<file path="config.mk">
export PLATFORM = sky130hd
export DESIGN_NAME = mem_stage_flat
export DESIGN_NICKNAME = d
export VERILOG_FILES = /design/src/rtl/mem_stage_pkg.sv /design/src/rtl/mem_stage_if.sv /design/src/rtl/mem_stage_load_align.sv /design/src/rtl/mem_stage.sv /design/src/flat_wrapper.sv
export SDC_FILE = /design/constraint.sdc
export NUM_CORES = 1
export LEC_CHECK = 0
export ABC_CLOCK_PERIOD_IN_PS = 2800
export CORE_MARGIN = 3
export CORE_UTILIZATION = 40
export CTS_BUF_LIST = sky130_fd_sc_hd__clkbuf_8
export CTS_CLUSTER_DIAMETER = 200
export DETAILED_ROUTE_END_ITERATION = 8
export GPL_ROUTABILITY_DRIVEN = 0
export GPL_TIMING_DRIVEN = 0
export HOLD_SLACK_MARGIN = 0.05
export PLACE_DENSITY_LB_ADDON = 0.05
export REMOVE_ABC_BUFFERS = 1
export SYNTH_ARGS = -nofsm -noshare
export SYNTH_HDL_FRONTEND = slang
export SYNTH_SLANG_ARGS = --single-unit
</file>
<file path="constraint.sdc">
create_clock -name clk -period 2.8 [get_ports clk]
set_input_delay 0.7 -clock clk [delete_from_list [all_inputs] [get_ports clk]]
set_output_delay 0.7 -clock clk [all_outputs]
set_load 0.01 [all_outputs]
</file>
<file path="src/rtl/mem_stage_pkg.sv">
// mem_stage_pkg: mem_op field positions, size codes, FSM encoding and lane helpers.
package mem_stage_pkg;
  localparam int OP_STORE = 4;
  localparam int OP_LOAD = 3;
  localparam int OP_UNS = 2;
  localparam logic [1:0] SZ_B = 2'b00;
  localparam logic [1:0] SZ_H = 2'b01;
  localparam logic [1:0] SZ_W = 2'b10;
  localparam logic [1:0] SZ_X = 2'b11;
  typedef enum logic [1:0] {S_IDLE = 2'd0, S_REQ = 2'd1, S_WAIT = 2'd2} state_t;
  function automatic logic misaligned(input logic [1:0] size, input logic [1:0] off);
    return size == SZ_X || (size == SZ_H && off[0]) || (size == SZ_W && off != 2'b00);
  endfunction
  function automatic logic [3:0] lane_be(input logic [1:0] size, input logic [1:0] off);
    return size == SZ_B ? 4'b0001 << off : size == SZ_H ? 4'b0011 << off : 4'b1111;
  endfunction
endpackage

</file>
<file path="src/rtl/mem_stage_if.sv">
// mem_stage_if: data-memory request/response bus between mem_stage and memory.
interface mem_stage_if;
  logic        dmem_req;
  logic        dmem_we;
  logic [31:0] dmem_addr;
  logic [31:0] dmem_wdata;
  logic [3:0]  dmem_be;
  logic        dmem_gnt;
  logic        dmem_rvalid;
  logic [31:0] dmem_rdata;
  modport master(output dmem_req, dmem_we, dmem_addr, dmem_wdata, dmem_be,
                 input dmem_gnt, dmem_rvalid, dmem_rdata);
  modport slave(input dmem_req, dmem_we, dmem_addr, dmem_wdata, dmem_be,
                output dmem_gnt, dmem_rvalid, dmem_rdata);
endinterface

</file>
<file path="src/rtl/mem_stage_load_align.sv">
// load_align: selects the addressed byte/half of a read word and sign/zero-extends it.
module load_align
  import mem_stage_pkg::*;
(
  input  logic [31:0] rdata,
  input  logic [1:0]  off,
  input  logic [1:0]  size,
  input  logic        uns,
  output logic [31:0] data
);
  logic [15:0] sh;
  assign sh = 16'(rdata >> {off, 3'b000});
  always_comb
    data = size == SZ_B ? {{24{~uns & sh[7]}}, sh[7:0]} :
           size == SZ_H ? {{16{~uns & sh[15]}}, sh} : rdata;
endmodule

</file>
<file path="src/rtl/mem_stage.sv">
// mem_stage: pipeline memory stage issuing loads/stores on the dmem bus and
// producing a registered writeback bundle.
module mem_stage
  import mem_stage_pkg::*;
(
  input  logic        clk,
  input  logic        rst,
  input  logic        in_valid,
  input  logic [4:0]  mem_op,
  input  logic        rd_en,
  input  logic [4:0]  rd,
  input  logic [31:0] exresult,
  input  logic [31:0] result_address,
  output logic        stall_mem,
  mem_stage_if.master bus,
  output logic        wb_valid,
  output logic        wb_rd_en,
  output logic [4:0]  wb_rd,
  output logic [31:0] wb_data,
  output logic [31:0] memdata,
  output logic        misalign
);
  state_t      state_q;
  logic [4:0]  op_q;
  logic [31:0] addr_q;
  logic [31:0] data_q;
  logic [4:0]  rd_q;
  logic        rd_en_q;
  logic        wb_valid_q;
  logic        wb_rd_en_q;
  logic [4:0]  wb_rd_q;
  logic [31:0] wb_data_q;
  logic        misalign_q;
  logic        is_mem;
  logic        bad;
  logic        req;
  logic [31:0] ld_data;

  assign is_mem = mem_op[OP_STORE] | mem_op[OP_LOAD];
  assign bad = misaligned(mem_op[1:0], result_address[1:0]);
  assign req = state_q == S_REQ;
  assign stall_mem = state_q != S_IDLE;
  assign bus.dmem_req = req;
  assign bus.dmem_we = req & op_q[OP_STORE];
  assign bus.dmem_be = req ? lane_be(op_q[1:0], addr_q[1:0]) : 4'b0000;
  assign bus.dmem_addr = {addr_q[31:2], 2'b00};
  assign bus.dmem_wdata = op_q[1:0] == SZ_B ? {4{data_q[7:0]}} :
                          op_q[1:0] == SZ_H ? {2{data_q[15:0]}} : data_q;
  assign wb_valid = wb_valid_q;
  assign wb_rd_en = wb_rd_en_q;
  assign wb_rd = wb_rd_q;
  assign wb_data = wb_data_q;
  assign memdata = wb_data_q;
  assign misalign = misalign_q;

  load_align u_align (
    .rdata(bus.dmem_rdata),
    .off  (addr_q[1:0]),
    .size (op_q[1:0]),
    .uns  (op_q[OP_UNS]),
    .data (ld_data)
  );

  always_ff @(posedge clk) begin
    if (rst) begin
      state_q    <= S_IDLE;
      op_q       <= '0;
      addr_q     <= '0;
      data_q     <= '0;
      rd_q       <= '0;
      rd_en_q    <= 1'b0;
      wb_valid_q <= 1'b0;
      wb_rd_en_q <= 1'b0;
      wb_rd_q    <= '0;
      wb_data_q  <= '0;
      misalign_q <= 1'b0;
    end else begin
      wb_valid_q <= 1'b0;
      misalign_q <= 1'b0;
      case (state_q)
        S_IDLE:
          if (in_valid && !is_mem) begin
            wb_valid_q <= 1'b1;
            wb_rd_en_q <= rd_en && rd != 5'd0;
            wb_rd_q    <= rd;
            wb_data_q  <= exresult;
          end else if (in_valid && bad) begin
            wb_valid_q <= 1'b1;
            misalign_q <= 1'b1;
            wb_rd_en_q <= 1'b0;
            wb_rd_q    <= rd;
          end else if (in_valid) begin
            op_q    <= mem_op;
            addr_q  <= result_address;
            data_q  <= exresult;
            rd_q    <= rd;
            rd_en_q <= rd_en;
            state_q <= S_REQ;
          end
        S_REQ:
          if (bus.dmem_gnt && op_q[OP_STORE]) begin
            wb_valid_q <= 1'b1;
            wb_rd_en_q <= 1'b0;
            wb_rd_q    <= rd_q;
            state_q    <= S_IDLE;
          end else if (bus.dmem_gnt) begin
            state_q <= S_WAIT;
          end
        S_WAIT:
          if (bus.dmem_rvalid) begin
            wb_valid_q <= 1'b1;
            wb_rd_en_q <= rd_en_q && rd_q != 5'd0;
            wb_rd_q    <= rd_q;
            wb_data_q  <= ld_data;
            state_q    <= S_IDLE;
          end
        default: state_q <= S_IDLE;
      endcase
    end
  end
endmodule

</file>
<file path="src/flat_wrapper.sv">
// flat-port wrapper written by rule: the top's interface ports become plain ports
module mem_stage_flat import mem_stage_pkg::*;
  (clk, rst, in_valid, mem_op, rd_en, rd, exresult, result_address, stall_mem, wb_valid, wb_rd_en, wb_rd, wb_data, memdata, misalign, bus_dmem_req, bus_dmem_we, bus_dmem_addr, bus_dmem_wdata, bus_dmem_be, bus_dmem_gnt, bus_dmem_rvalid, bus_dmem_rdata);
  mem_stage_if bus_i ();
  input  logic clk;
  input  logic rst;
  input  logic in_valid;
  input  logic [4:0] mem_op;
  input  logic rd_en;
  input  logic [4:0] rd;
  input  logic [31:0] exresult;
  input  logic [31:0] result_address;
  output logic stall_mem;
  output logic wb_valid;
  output logic wb_rd_en;
  output logic [4:0] wb_rd;
  output logic [31:0] wb_data;
  output logic [31:0] memdata;
  output logic misalign;
  output wire logic [$bits(bus_i.dmem_req)-1:0] bus_dmem_req;
  output wire logic [$bits(bus_i.dmem_we)-1:0] bus_dmem_we;
  output wire logic [$bits(bus_i.dmem_addr)-1:0] bus_dmem_addr;
  output wire logic [$bits(bus_i.dmem_wdata)-1:0] bus_dmem_wdata;
  output wire logic [$bits(bus_i.dmem_be)-1:0] bus_dmem_be;
  input wire logic [$bits(bus_i.dmem_gnt)-1:0] bus_dmem_gnt;
  input wire logic [$bits(bus_i.dmem_rvalid)-1:0] bus_dmem_rvalid;
  input wire logic [$bits(bus_i.dmem_rdata)-1:0] bus_dmem_rdata;
  assign bus_dmem_req = bus_i.dmem_req;
  assign bus_dmem_we = bus_i.dmem_we;
  assign bus_dmem_addr = bus_i.dmem_addr;
  assign bus_dmem_wdata = bus_i.dmem_wdata;
  assign bus_dmem_be = bus_i.dmem_be;
  assign bus_i.dmem_gnt = bus_dmem_gnt;
  assign bus_i.dmem_rvalid = bus_dmem_rvalid;
  assign bus_i.dmem_rdata = bus_dmem_rdata;
  mem_stage u_core (.clk(clk), .rst(rst), .in_valid(in_valid), .mem_op(mem_op), .rd_en(rd_en), .rd(rd), .exresult(exresult), .result_address(result_address), .stall_mem(stall_mem), .bus(bus_i), .wb_valid(wb_valid), .wb_rd_en(wb_rd_en), .wb_rd(wb_rd), .wb_data(wb_data), .memdata(memdata), .misalign(misalign));
endmodule
</file>
==> results of run 1 <==
worst paths after layout:
| kind | from | endpoint | slack (ns) | cells after the start |
|---|---|---|---|---|
| setup / recovery | u_core.op_q[1] | bus_dmem_wdata[10] | 0.07 | 4 |
| hold / removal | u_core.wb_rd[2] | u_core.wb_rd[2] | 0.46 | 2 |
| setup reg to reg | u_core.state_q[0] | u_core.memdata[13] | 0.22 | 6 |
| hold reg to reg | u_core.wb_rd[2] | u_core.wb_rd[2] | 0.46 | 2 |
Yosys cell counts, types with 2 or more instances:
| cell | number |
|---|---|
| o41ai_2 | 2 |
| buf_6 | 3 |
| and2_1 | 3 |
| buf_1 | 4 |
| nor2b_1 | 8 |
| nand3_1 | 75 |
| mux2_2 | 18 |
| o211ai_1 | 2 |
| nand2_1 | 49 |
| mux2i_1 | 24 |
| a211o_1 | 2 |
| o211a_1 | 6 |
| o221ai_1 | 9 |
| nand4b_1 | 6 |
| buf_4 | 74 |
| a211oi_1 | 18 |
| o21ai_0 | 107 |
| ha_1 | 8 |
| clkbuf_1 | 64 |
| a221oi_1 | 18 |
| nand3b_1 | 11 |
| nand2b_1 | 10 |
| nor2_1 | 26 |
| a21oi_1 | 105 |
| dfxtp_1 | 116 |
| buf_2 | 8 |
| a2bb2oi_1 | 7 |
| o21a_1 | 7 |
| nor3_1 | 5 |
| inv_1 | 12 |
per-stage QoR:
step	hold WS [ns]	cells	TNS, ns	cell area [um2]	setup WS (ns)
after floorplan	0.444	672	-119.00	5700	-1.93
after global placement	0.443	1140	-433.28	8490	-4.56
after detailed placement	0.451	1151	-42.32	8690	-0.909
after CTS	0.463	1197	0	9300	0.000740
after global routing	0.474	1205	0	9430	0.0129
final	0.459	1205	0	9430	0.0701
metal layers:
layer,part of all wire,vias up,GRT usage
li1,-,3204,-
met1,0.40,3403,0.305
met2,0.49,372,0.442
met3,0.091,51,0.0705
met4,0.022,0,0.0956
met5,0,-,0
power by group:
part	internal (uW)	total (uW)	switching, uW
registers	1910	2120	212
logic	1330	2640	1320
clock network	1010	1740	728
repair_timing:
item	4_1_cts	5_1_grt
setup endpoints to repair	64	18
pin swaps	3	1
setup buffers	14	5
resized for setup	12	8
cloned	0	3
kinds of logic (layout without fill, tap and decap cells):
logic type / Yosys count / count (layout) / synth area share
flip-flops: 116 / 116 / 0.353
AND/OR/NAND/NOR: 197 / 197 / 0.149
AO/OA/AOI/OAI: 294 / 296 / 0.270
multiplexers: 43 / 43 / 0.0708
other: 1 / 2 / 0.000570
buffers and inverters: 165 / 327 / 0.141
adder cells (fa/ha/maj): 8 / 8 / 0.0152
sequential cells by signal, summed over array words and instances (netlist names):
register	count
u_core.rd_q	5
u_core.wb_rd	5
u_core.rd_en_q	1
u_core.memdata	32
u_core.misalign	1
u_core.wb_rd_en	1
u_core.wb_valid	1
u_core.state_q	2
u_core.data_q	32
u_core.addr_q	32
u_core.op_q	4
layout make-up:
type / instances / area, um2
fillers: 1466 / 6570
inverters: 12 / 45.0
flip-flops and latches: 116 / 2340
repair buffers: 283 / 2900
well taps: 216 / 270
clock buffers: 19 / 262
clock inverters: 13 / 181
multi-input cells: 546 / 3440
worst reg2reg max path, cell delays in order (launching register included):
cell,delay [ns]
dfxtp_1,0.35
inv_1,0.14
ha_4,0.46
or3b_2,0.49
o221ai_1,0.52
o21ai_0,0.25
a211oi_1,0.28
==> impl_results.md, run 1 <==
* Worst-Margin Slew at 0.989 ns
* Root buffer cell: clkbuf_8
* Crit path buffers/inverters at 2
* Antenna-violating nets left at 0
* Core Rows at 46
* Via-to-Cell Ratio at 5.83
* HPWL Detailed at 15,300 um
* CP arrival at 2.03 ns
* Seq cells post-synth at 116
* Vias in the first global route at 6,776
* Crit path launch type: register
* Synth Warn # at 0
* Status: finished clean
* Slowest library cell on the worst path: clkdlybuf4s50_1
* Design Power at 6510 uW
* Post-synth top area cell: dfxtp_1
* Initial antenna violation count at 0
* Gr usage total at 0.256
* Most used DFF post-synth: dfxtp_1
* CTS H-tree lvls at 4
* Total grt overflow at 0
* Post-layout util at 0.590
* Most common cell after layout, fill and taps aside: clkdlybuf4s50_1
* Largest net degree at the start of global routing at 84
* Post-synthesis sequential area ratio at 0.353
* Clk slew on worst S/H paths at 0.07 ns
* Critical-path cell list: nor2_4 > buf_4 > mux2_2 > clkdlybuf4s50_1
* Longest Clk Path Bufs at 2
* CP endpoint kind: output port
* Ys async rst share at 0
* Cell Area, Synth at 6580 um2
* Synthesized area per cell at 7.98 um2
* Total wire length at 25,500 um
* Io pins at 255
* DRC viols at 0
* First-pass GRT wire length at 36,700 um
* Final #Nets at 1,096
* Die H at 134 um
* Worst skew pair latency at 0.44 ns
* Number of enable flip-flop cells after synthesis at 0
* CTS Buf Count at 17
* Hold/Removal Path Class: register to register
* CP delay by family, top: buffers and inverters
* Core Area at 16,000 um2
* # port buffers at 252
* Antenna Cells at 0
* Share of cells above drive strength 1 at 0.105
* Final Max Tran Viols at 0
* Max VDD drop at 370 uV
* Detailed Routing Iterations Pass 1 at 5
* Top-area cell type share of the netlist area at 0.353
* Fmax at 366 MHz
* RSZ-0062 raised after global routing: false
* Post-DR wirelength/cell at 21.2 um
* Vias at 7,030
* Post-route minimum period at 2.73 ns
* Initial DRC count at 568
* CTS Hold Bufs at 0
* Crit Path Class: register to output port
* Die area at 18,000 um2
* Crit-path max cell delay at 0.50 ns
* TritonCTS clock tree: built
* Post-synthesis cell type count at 47
* Skew final at 0.0112 ns
* Max_cap viols at 0
* Max-slew headroom at 0.341
* Pleak at 0.00328 uW
* Critical path peak fanout at 11
* # setup viols final at 0
* Pwr dens at 690 nW/um2
* Mapped Cells at 824
* Tcrit/Tclk final at 0.975
* Hold Vio Cnt, Final at 0
* Req. time, crit path at 2.10 ns
* Largest cells by area after synthesis: dfxtp_1, buf_4, o21ai_0, a21oi_1, nand3_1
* Most frequent cells in the layout: clkdlybuf4s50_1, dfxtp_1, o21ai_0, a21oi_1, nand3_1
* CTS sink count at 116
* Layout area overhead at 43.4%
* Starting Density at 0.411
* Die X-Extent at 134 um
(Power assumes the default switching activity.)
==> inputs of run 2 (changes only) <==
Settings changed: PLACE_DENSITY set to 0.75, PLACE_DENSITY_LB_ADDON 0.05 to not set.
==> run 2 against run 1 <==
Net effect:
- combinational power about the same
- first-iteration DRC count down 14%
- hold slack worse by 0.0053 ns
- global-route usage down 1.0 points
- via count down 4.5%
- utilization down 0.95 points
- clock power down 9.8%
- sequential power about the same
- non-clock buffer count down 7
- cell count down 0.75%
- setup slack worse by 0.0026 ns
- critical endpoint is now u_core.memdata[7]
- largest cell class unchanged
==> impl_results.md, run 2 (same netlist as run 1, synthesis figures left out) <==
* CP delay by family, top: compound AO/OA/AOI/OAI gates
* # setup viols final at 0 (unchanged)
* Core Rows at 46 (unchanged)
* Status: finished clean
* Share of cells above drive strength 1 at 0.0969 (-0.00822)
* CTS sink count at 116 (unchanged)
* Worst skew pair latency at 0.44 ns (about the same)
* Skew final at 0.00814 ns (-0.00309 ns)
* Post-route minimum period at 2.73 ns (+0.00259 ns)
* Met2 Wirelength at 10,900 um (-13%)
* Crit path buffers/inverters at 1 (-1)
* Pleak at 0.00321 uW (-2.2%)
* Pwr dens at 678 nW/um2 (-1.7%)
* Via-to-Cell Ratio at 5.62 (-3.7%)
* RSZ-0062 raised after global routing: false
* Vias at 6,717 (-4.5%)
* Critical path peak fanout at 35 (+24)
* Highest routed metal layer: met4
* # port buffers at 252 (unchanged)
* HPWL Detailed at 14,800 um (-3.8%)
* Die X-Extent at 134 um (unchanged)
* First-pass GRT wire length at 35,100 um (-4.4%)
* Most common cell after layout, fill and taps aside: clkdlybuf4s50_1
* Worst-Margin Slew at 0.927 ns (-0.0616 ns)
* Layout area overhead at 41.1%
* Die area at 18,000 um2 (unchanged)
* CTS H-tree lvls at 4 (unchanged)
* Core Area at 16,000 um2 (unchanged)
* Initial DRC count at 486 (-14%)
* CP endpoint kind: register
* Initial antenna violation count at 0 (unchanged)
* Clk slew on worst S/H paths at 0.07 ns (about the same)
* Max_cap viols at 0 (unchanged)
* Final #Nets at 1,087 (-0.82%)
* Crit-path max cell delay at 0.69 ns (+0.19 ns)
* CP arrival at 3.09 ns (+1.06 ns)
* Hold/Removal Path Class: register to register
* Crit Path Class: primary input to register
* Root buffer cell: clkbuf_8
* Die H at 134 um (unchanged)
* DRC viols at 0 (unchanged)
* Starting Density at 0.411 (unchanged)
* Max VDD drop at 346 uV (-6.6%)
* Most frequent cells in the layout: clkdlybuf4s50_1, dfxtp_1, o21ai_0, a21oi_1, nand3_1
* Hold_ws at 0.454 ns (-0.00535 ns)
* CTS Hold Bufs at 0 (unchanged)
* Post-DR wirelength/cell at 19.2 um (-9.1%)
* Setup TNS at 0 ns (unchanged)
* Hold Vio Cnt, Final at 0 (unchanged)
* Max-slew headroom at 0.382 (+0.0410)
* Gr usage total at 0.246 (-0.0101)
* Longest Clk Path Bufs at 2 (unchanged)
* Met1 WL at 9300 um (-8.0%)
* Slowest library cell on the worst path: a211o_2
* Vias in the first global route at 6,328 (-6.6%)
* Crit path launch type: primary input
* Antenna-violating nets left at 0 (unchanged)
* Antenna Cells at 0 (unchanged)
* Final Max Tran Viols at 0 (unchanged)
* Fmax at 366 MHz (about the same)
* Area after DPL at 8700 um2 (+0.14%)
* Req. time, crit path at 3.15 ns (+1.05 ns)
* Tcrit/Tclk final at 0.976 (about the same)
* TritonCTS clock tree: built
* Total grt overflow at 0 (unchanged)
* Design area at 9280 um2 (-1.6%)
* Detailed Routing Iterations Pass 1 at 5 (unchanged)
* Io pins at 255 (unchanged)
* Critical-path cell list: clkdlybuf4s50_1 > or3b_1 > a211o_2 > a211o_1 > a21oi_1
* Wire length on met3 at 2160 um (-7.3%)
* Largest net degree at the start of global routing at 90 (+7.1%)
* CTS Buf Count at 17 (unchanged)
* Total wire length at 23,000 um (-9.7%)
-- run 2: changes by cell type in the layout (fill, tap and decap cells not counted), moves of 2 or more --
| cell | before | now |
|---|---|---|
| bufinv_16 | 4 | 2 |
| clkinv_4 | 1 | 3 |
| clkinvlp_4 | 4 | 6 |
| dlygate4sd2_1 | 0 | 9 |
| clkdlybuf4s50_1 | 249 | 242 |
| dlymetal6s2s_1 | 2 | 0 |
| clkbuf_8 | 19 | 17 |
| buf_4 | 18 | 11 |
-- run 2: final timing paths --
check,slack [ns],endpoint,start,cells past startpoint
setup / recovery,0.07,u_core.memdata[7],in_valid,5
hold / removal,0.45,u_core.wb_rd[4],u_core.wb_rd[4],2
setup reg to reg,0.18,u_core.memdata[11],u_core.state_q[0],6
hold reg to reg,0.45,u_core.wb_rd[4],u_core.wb_rd[4],2
-- run 2: metrics by stage --
stage / std cells / utilization / worst slack [ns] / total power, uW
final: 1196 / 0.580 / 0.0675 / 6290
after global routing: 1196 / 0.580 / 0.0145 / 6620
after CTS: 1196 / 0.579 / 0.0530 / 6320
after detailed placement: 1151 / 0.544 / -0.847 / 4640
after global placement: 1140 / 0.531 / -4.64 / 4520
after floorplan: 672 / - / -1.93 / 3220
-- run 2: repair_timing --
action | in CTS | in global routing
pin swaps | 3 | 1
endpoints found under the setup margin | 66 | 6
gates resized for setup | 22 | 3
setup buffers | 13 | 0
-- run 2: area by class of cell --
cell class                      count  area (um2)
Tap cell                          216         270
Multi-Input combinational cell    544        3400
Fill cell                        1497        6720
Clock buffer                       17         234
Sequential cell                   116        2340
Clock inverter                     15         159
Timing Repair Buffer              276        2840
Inverter                           12        45.0
-- run 2: where the power goes --
| group | switching (uW) | internal (uW) | total [uW] |
|---|---|---|---|
| clock network | 776 | 794 | 1570 |
| logic | 1270 | 1330 | 2610 |
| registers | 206 | 1910 | 2110 |
-- run 2: worst register-to-register path: stages, from the launching register on --
cell and delay [ns]:
dfxtp_1 0.35, inv_1 0.14, ha_4 0.45, or3b_2 0.51
o221ai_1 0.62, o21ai_0 0.23, a211oi_1 0.25
-- run 2: layer usage --
layer	track usage	up-vias
met1	0.307	3167
met5	0	-
met4	0.101	0
met3	0.0679	45
met2	0.402	328
li1	-	3177
==> RTL edit 1 (config.mk and constraints of run 2) <==
Reset style: asynchronous (`rst`), changed in one clocked block.
--- a/src/rtl/mem_stage.sv
+++ b/src/rtl/mem_stage.sv
@@ -61,7 +61,7 @@
     .data (ld_data)
   );
 
-  always_ff @(posedge clk) begin
+  always_ff @(posedge clk or posedge rst) begin
     if (rst) begin
       state_q    <= S_IDLE;
       op_q       <= '0;
Behaviour: not the same (a bounded check fails within 4 cycles, from zero or initial values and one cycle with rst high; the reset may be asserted at any time).
==> RTL edit 1 against run 2 <==
  * Routed wire length fell by 3.7%
  * Final cell count fell by 14%
  * Critical path type is now reg2out
  * Synthesized cell count fell by 27%
  * Design area rose by 5.4%
  * Setup slack got worse by 26 ps
  * Area after synthesis rose by 3.0%
  * Sequential cell count did not move
Power is not compared: it rests on default switching activity, and its combinational part moved more than twofold at a synthesized area within 25%.
==> RTL edit 1: results (changes against run 2) <==
synthCells: 602  # -27%
gr-usage-met1_pct: 31.0  # +0.25 points
portBuffers: 252  # unchanged
ys_warn_count: 0  # unchanged
diodes: 0  # unchanged
layout-drive-gt1-share_pct: 24.6  # +15 points
timing.rr.start: "u_core.op_q[1]"
clk_pin_slew_ps: 70  # about the same
synthDistinctLibCells: 52  # +11%
ys_seq_area_share_pct: 42.9  # +7.5 points
finalClockSkew_ps: 11.4  # +3.26 ps
via_per_inst: 5.42  # -3.6%
leakagePower_nw: 4.10
first_iter_violations: 340  # -30%
grt_max_degree: 64  # -29%
status: "completed"
nNetsFinal: 916  # -16%
vdd_drop_max_mv: 0.676
min_from: "u_core.data_q[23]"
clk_path_buf_depth: 2  # unchanged
gr-usage-met2_pct: 38.3  # -1.9 points
async_reset_ff_share_pct: 100  # +100 points
dp_slack_ps: -988  # -141 ps
htree_levels: 4  # unchanged
worstSetupStartpointType: "register"
crit_path_max_fanout: 8  # -77%
final_cells: 1025  # -14%
dp_cells: 964  # -16%
cts-root-buf: "clkbuf_8"
dp_hpwl_um: 14100  # -4.5%
p_switching_mw: 4.72
fillers: 1320  # -12%
grt_pass1_vias: 5704  # -9.9%
drt-total-wl_um: 22200  # -3.7%
clk_latency_ps: 440  # about the same
synth_common_cells: "dfrtp_1 (116), buf_4 (72), mux2_4 (60)"
grt_use_total_pct: 23.6  # -1.0 points
cp-startpoint: "u_core.state_q[1]"
grtUsageMet3_pct: 6.18  # -0.61 points
min_path_type: "reg2reg"
finalHoldViolations: 0  # unchanged
slew_headroom_pct: 29.8  # -8.4 points
antenna_found_initial: 0  # unchanged
cts_buffers: 17  # unchanged
grt_pass1_wl_um: 33300  # -5.2%
firstDrtPassIters: 5  # unchanged
synth_area_leaders: "dfrtp_1 (43%), mux2_4 (13%), buf_4 (8.0%), mux2_2 (7.5%), a211oi_1 (2.2%)"
-- RTL edit 1: cell types whose count changed in the layout (fill, tap and decap cells not counted), moves of 17 or more --
cell	run 2	this run
mux2_2	18	44
dfrtp_1	0	112
nor3_1	5	22
mux2_4	0	61
o21ai_0	107	15
a21oi_1	105	23
dfxtp_1	112	0
nand3_1	75	0
-- RTL edit 1: cell families after synthesis --
logic type / synth area share, %
AOI/OAI and AO/OA: 12.5
muxes: 22.6
other: 0.0554
buffers and inverters: 11.9
and+or+nand+nor: 8.64
adders and majority gates: 1.48
DFF: 42.9
-- RTL edit 1: path summary, 6_finish.rpt --
| kind | end | cells after the start | slack, ps |
|---|---|---|---|
| min in group asynchronous | u_core.addr_q[16] | 2 | 770 |
| setup / recovery | bus_dmem_we | 4 | 40 |
| hold reg to reg | u_core.data_q[23] | 1 | 510 |
| max in group asynchronous | u_core.addr_q[0] | 3 | 1260 |
| setup reg to reg | u_core.memdata[9] | 6 | 110 |
| hold / removal | u_core.data_q[23] | 1 | 510 |
-- RTL edit 1: timing repair --
action / CTS / global route
setup buffers: 18 / 7
resized for setup: 35 / 14
pin swaps: 2 / 3
endpoints found under the setup margin: 54 / 26
cloned: 3 / 1
-- RTL edit 1: area by class of cell --
type / instances / share of cell area, %
Clock buffer: 17 / 2.39
Tap cell: 216 / 2.76
Multi-Input combinational cell: 366 / 32.5
Timing Repair Buffer: 283 / 30.2
Clock inverter: 15 / 1.88
Sequential cell: 116 / 29.8
Inverter: 12 / 0.486
-- RTL edit 1: per-stage QoR --
stage	cell area (um^2)	total power, mW
2_1_floorplan	6020	6.69
3_3_place_gp	8810	9.94
3_5_place_dp	8940	10.1
4_1_cts	9680	12.3
5_1_grt	9780	13.1
6_report	9780	12.4
-- RTL edit 1: critical path: stages (launching register included) --
cell,delay [ps]
dfrtp_1,460
inv_1,150
ha_2,280
and2_1,180
clkdlybuf4s50_1,540
-- RTL edit 1: power groups by stage --
stage | clock [mW] | combinational [mW] | sequential (mW)
after floorplan | 0 | 3.05 | 3.64
after global placement | 0 | 6.44 | 3.50
after detailed placement | 0 | 6.66 | 3.46
after CTS | 1.68 | 7.40 | 3.25
after global routing | 1.76 | 7.97 | 3.38
final | 1.64 | 7.51 | 3.27
-- RTL edit 1: layer usage --
metal  part of all wire, %  wire [um]  vias up
met5                     0          0        -
met4                   1.4        308        0
met3                   8.6       1900       27
met2                    49      10900      301
met1                    41       9050     2752
li1                      -          -     2472
==> RTL edit 2 (settings of run 2) <==
Without the edit above. Re-encode `state_t` (3 states) as one-hot, 3 bits wide.
--- a/src/rtl/mem_stage_pkg.sv
+++ b/src/rtl/mem_stage_pkg.sv
@@ -7,7 +7,7 @@
   localparam logic [1:0] SZ_H = 2'b01;
   localparam logic [1:0] SZ_W = 2'b10;
   localparam logic [1:0] SZ_X = 2'b11;
-  typedef enum logic [1:0] {S_IDLE = 2'd0, S_REQ = 2'd1, S_WAIT = 2'd2} state_t;
+  typedef enum logic [2:0] {S_IDLE = 3'b001, S_REQ = 3'b010, S_WAIT = 3'b100} state_t;
   function automatic logic misaligned(input logic [1:0] size, input logic [1:0] off);
     return size == SZ_X || (size == SZ_H && off[0]) || (size == SZ_W && off != 2'b00);
   endfunction
Behaviour: same outputs for any inputs over 4 cycles, from zero or initial values and one cycle with rst high; so few cycles prove little.
==> RTL edit 2 against run 2 <==
  * Setup slack got worse by 13 ps
  * Sequential cell count increased by 1
  * Design area shrank 0.73%
  * Register-to-register slack better by 70 ps
  * Clock skew up 2.7 ps
  * Area after synthesis shrank 0.57%
  * Routed wire length decreased by 0.75%
  * Critical path type is now reg2out
  * Critical endpoint is now bus_dmem_wdata[9]
  * Highest routed layer unchanged
Power is not compared: it rests on default switching activity, and its combinational part moved more than twofold at a synthesized area within 25%.
==> RTL edit 2: results (changes against run 2) <==
crit_path_max_fanout: 13  # -63%
avgSynthCellArea_um2: 7.90  # -1.1%
routedLengthMet1_um: 9790  # +5.2%
grt_pass1_vias: 6353  # +0.40%
grt_use_total_pct: 24.9  # +0.25 points
synth_area_leaders: "dfxtp_1 (36%), nand2_1 (9.9%), buf_4 (8.5%), a21oi_1 (7.0%), mux2i_1 (3.1%)"
cts_buffers: 17  # unchanged
clk_path_buf_depth: 2  # unchanged
clk_latency_ps: 440  # about the same
grt_max_degree: 87  # -3.3%
clk_pin_slew_ps: 70  # about the same
grt_overflow: 0  # unchanged
layout-drive-gt1-share_pct: 9.14  # -0.56 points
first_iter_violations: 458  # -5.8%
synth_ff_type: "dfxtp_1"
hold_path_depth: 2  # unchanged
async_reset_ff_share_pct: 0  # unchanged
cp.arrival_ps: 2050  # -1040 ps
synthDistinctLibCells: 59  # +26%
via_per_inst: 5.51  # -1.9%
finalClockSkew_ps: 10.8  # +2.68 ps
wl_per_cell_um: 19.0  # -1.2%
synth_common_cells: "nand2_1 (173), dfxtp_1 (117), a21oi_1 (91)"
num_vias: 6615  # -1.5%
ys_seq_area_share_pct: 35.8  # +0.51 points
leakagePower_nw: 3.16
portBuffers: 252  # unchanged
top_layer_used: "met4"
ys_warn_count: 0  # unchanged
ff2ff_path_depth: 5  # -1
nNetsFinal: 1092  # +0.46%
wl_met2_um: 11000  # +0.32%
firstDrtPassIters: 5  # unchanged
tightest_slew_ps: 1070  # +140 ps
antenna_found_initial: 0  # unchanged
wl_met3_um: 1650  # -23%
fillers: 1471  # -1.7%
dp_cells: 1162  # +0.96%
status: "completed"
grt_pass1_wl_um: 35300  # +0.49%
diodes: 0  # unchanged
cts-root-buf: "clkbuf_8"
dp_hpwl_um: 15200  # +3.2%
min_path_type: "reg2reg"
htree_levels: 4  # unchanged
vdd_drop_max_mv: 0.326
dp_slack_ps: -821  # +26.3 ps
-- RTL edit 2: critical path, cell delays in order (launching register included) --
cell	delay, ps
dfxtp_4	420
nor2_4	160
buf_16	170
mux2_2	350
clkdlybuf4s50_1	480
-- RTL edit 2: metal layers --
layer,vias to the layer above,global-route usage [%]
met5,-,0
met4,0,8.46
met3,42,4.88
met2,263,40.9
met1,3167,32.8
li1,3143,-
-- RTL edit 2: kinds of logic (layout without fill, tap and decap cells) --
family	count (synthesis)	count (layout)	synth area share, %
compound gates	214	214	22.3
fa+ha+maj	4	4	0.765
buf+inv	146	302	13.1
flops	117	117	35.8
mux	38	38	6.33
other cells	1	2	0.0573
simple gates	308	308	21.6
-- RTL edit 2: worst paths after layout --
path	start	endpoint	slack, ps
max reg2reg	u_core.addr_q[0]	u_core.memdata[31]	250
min reg2reg	u_core.addr_q[24]	u_core.addr_q[24]	450
min	u_core.addr_q[24]	u_core.addr_q[24]	450
max	u_core.op_q[1]	bus_dmem_wdata[9]	50
-- RTL edit 2: final cells by class --
cell class,instances,area [um^2],area share [%]
clock inverter,5,26.3,0.285
multi-input combinational,566,3430,37.2
timing repair buffer,270,2790,30.3
tap,216,270,2.93
clock buffer,23,317,3.44
inverter,4,17.5,0.190
sequential,117,2360,25.6
-- RTL edit 2: power by group --
part	leakage (nW)	total, mW	switching, mW	internal, mW
clock network	0.183	1.40	0.671	0.726
logic	2.02	0.968	0.464	0.504
registers	0.957	1.83	0.0790	1.76
-- RTL edit 2: what timing repair did --
action	CTS	global route
gates resized for setup	16	4
pin swaps	1	1
endpoints found under the setup margin	60	12
buffers inserted	11	0
-- RTL edit 2: per-stage QoR --
stage               power [mW]  util, %  hold slack (ps)  cell area (um^2)
floorplan                 2.23        -              427              5710
detailed placement        2.81     54.6              445              8710
global placement          2.77     53.3              441              8500
CTS                       4.22     57.7              454              9200
finish                    4.20     57.8              453              9210
global route              4.38     57.8              472              9210
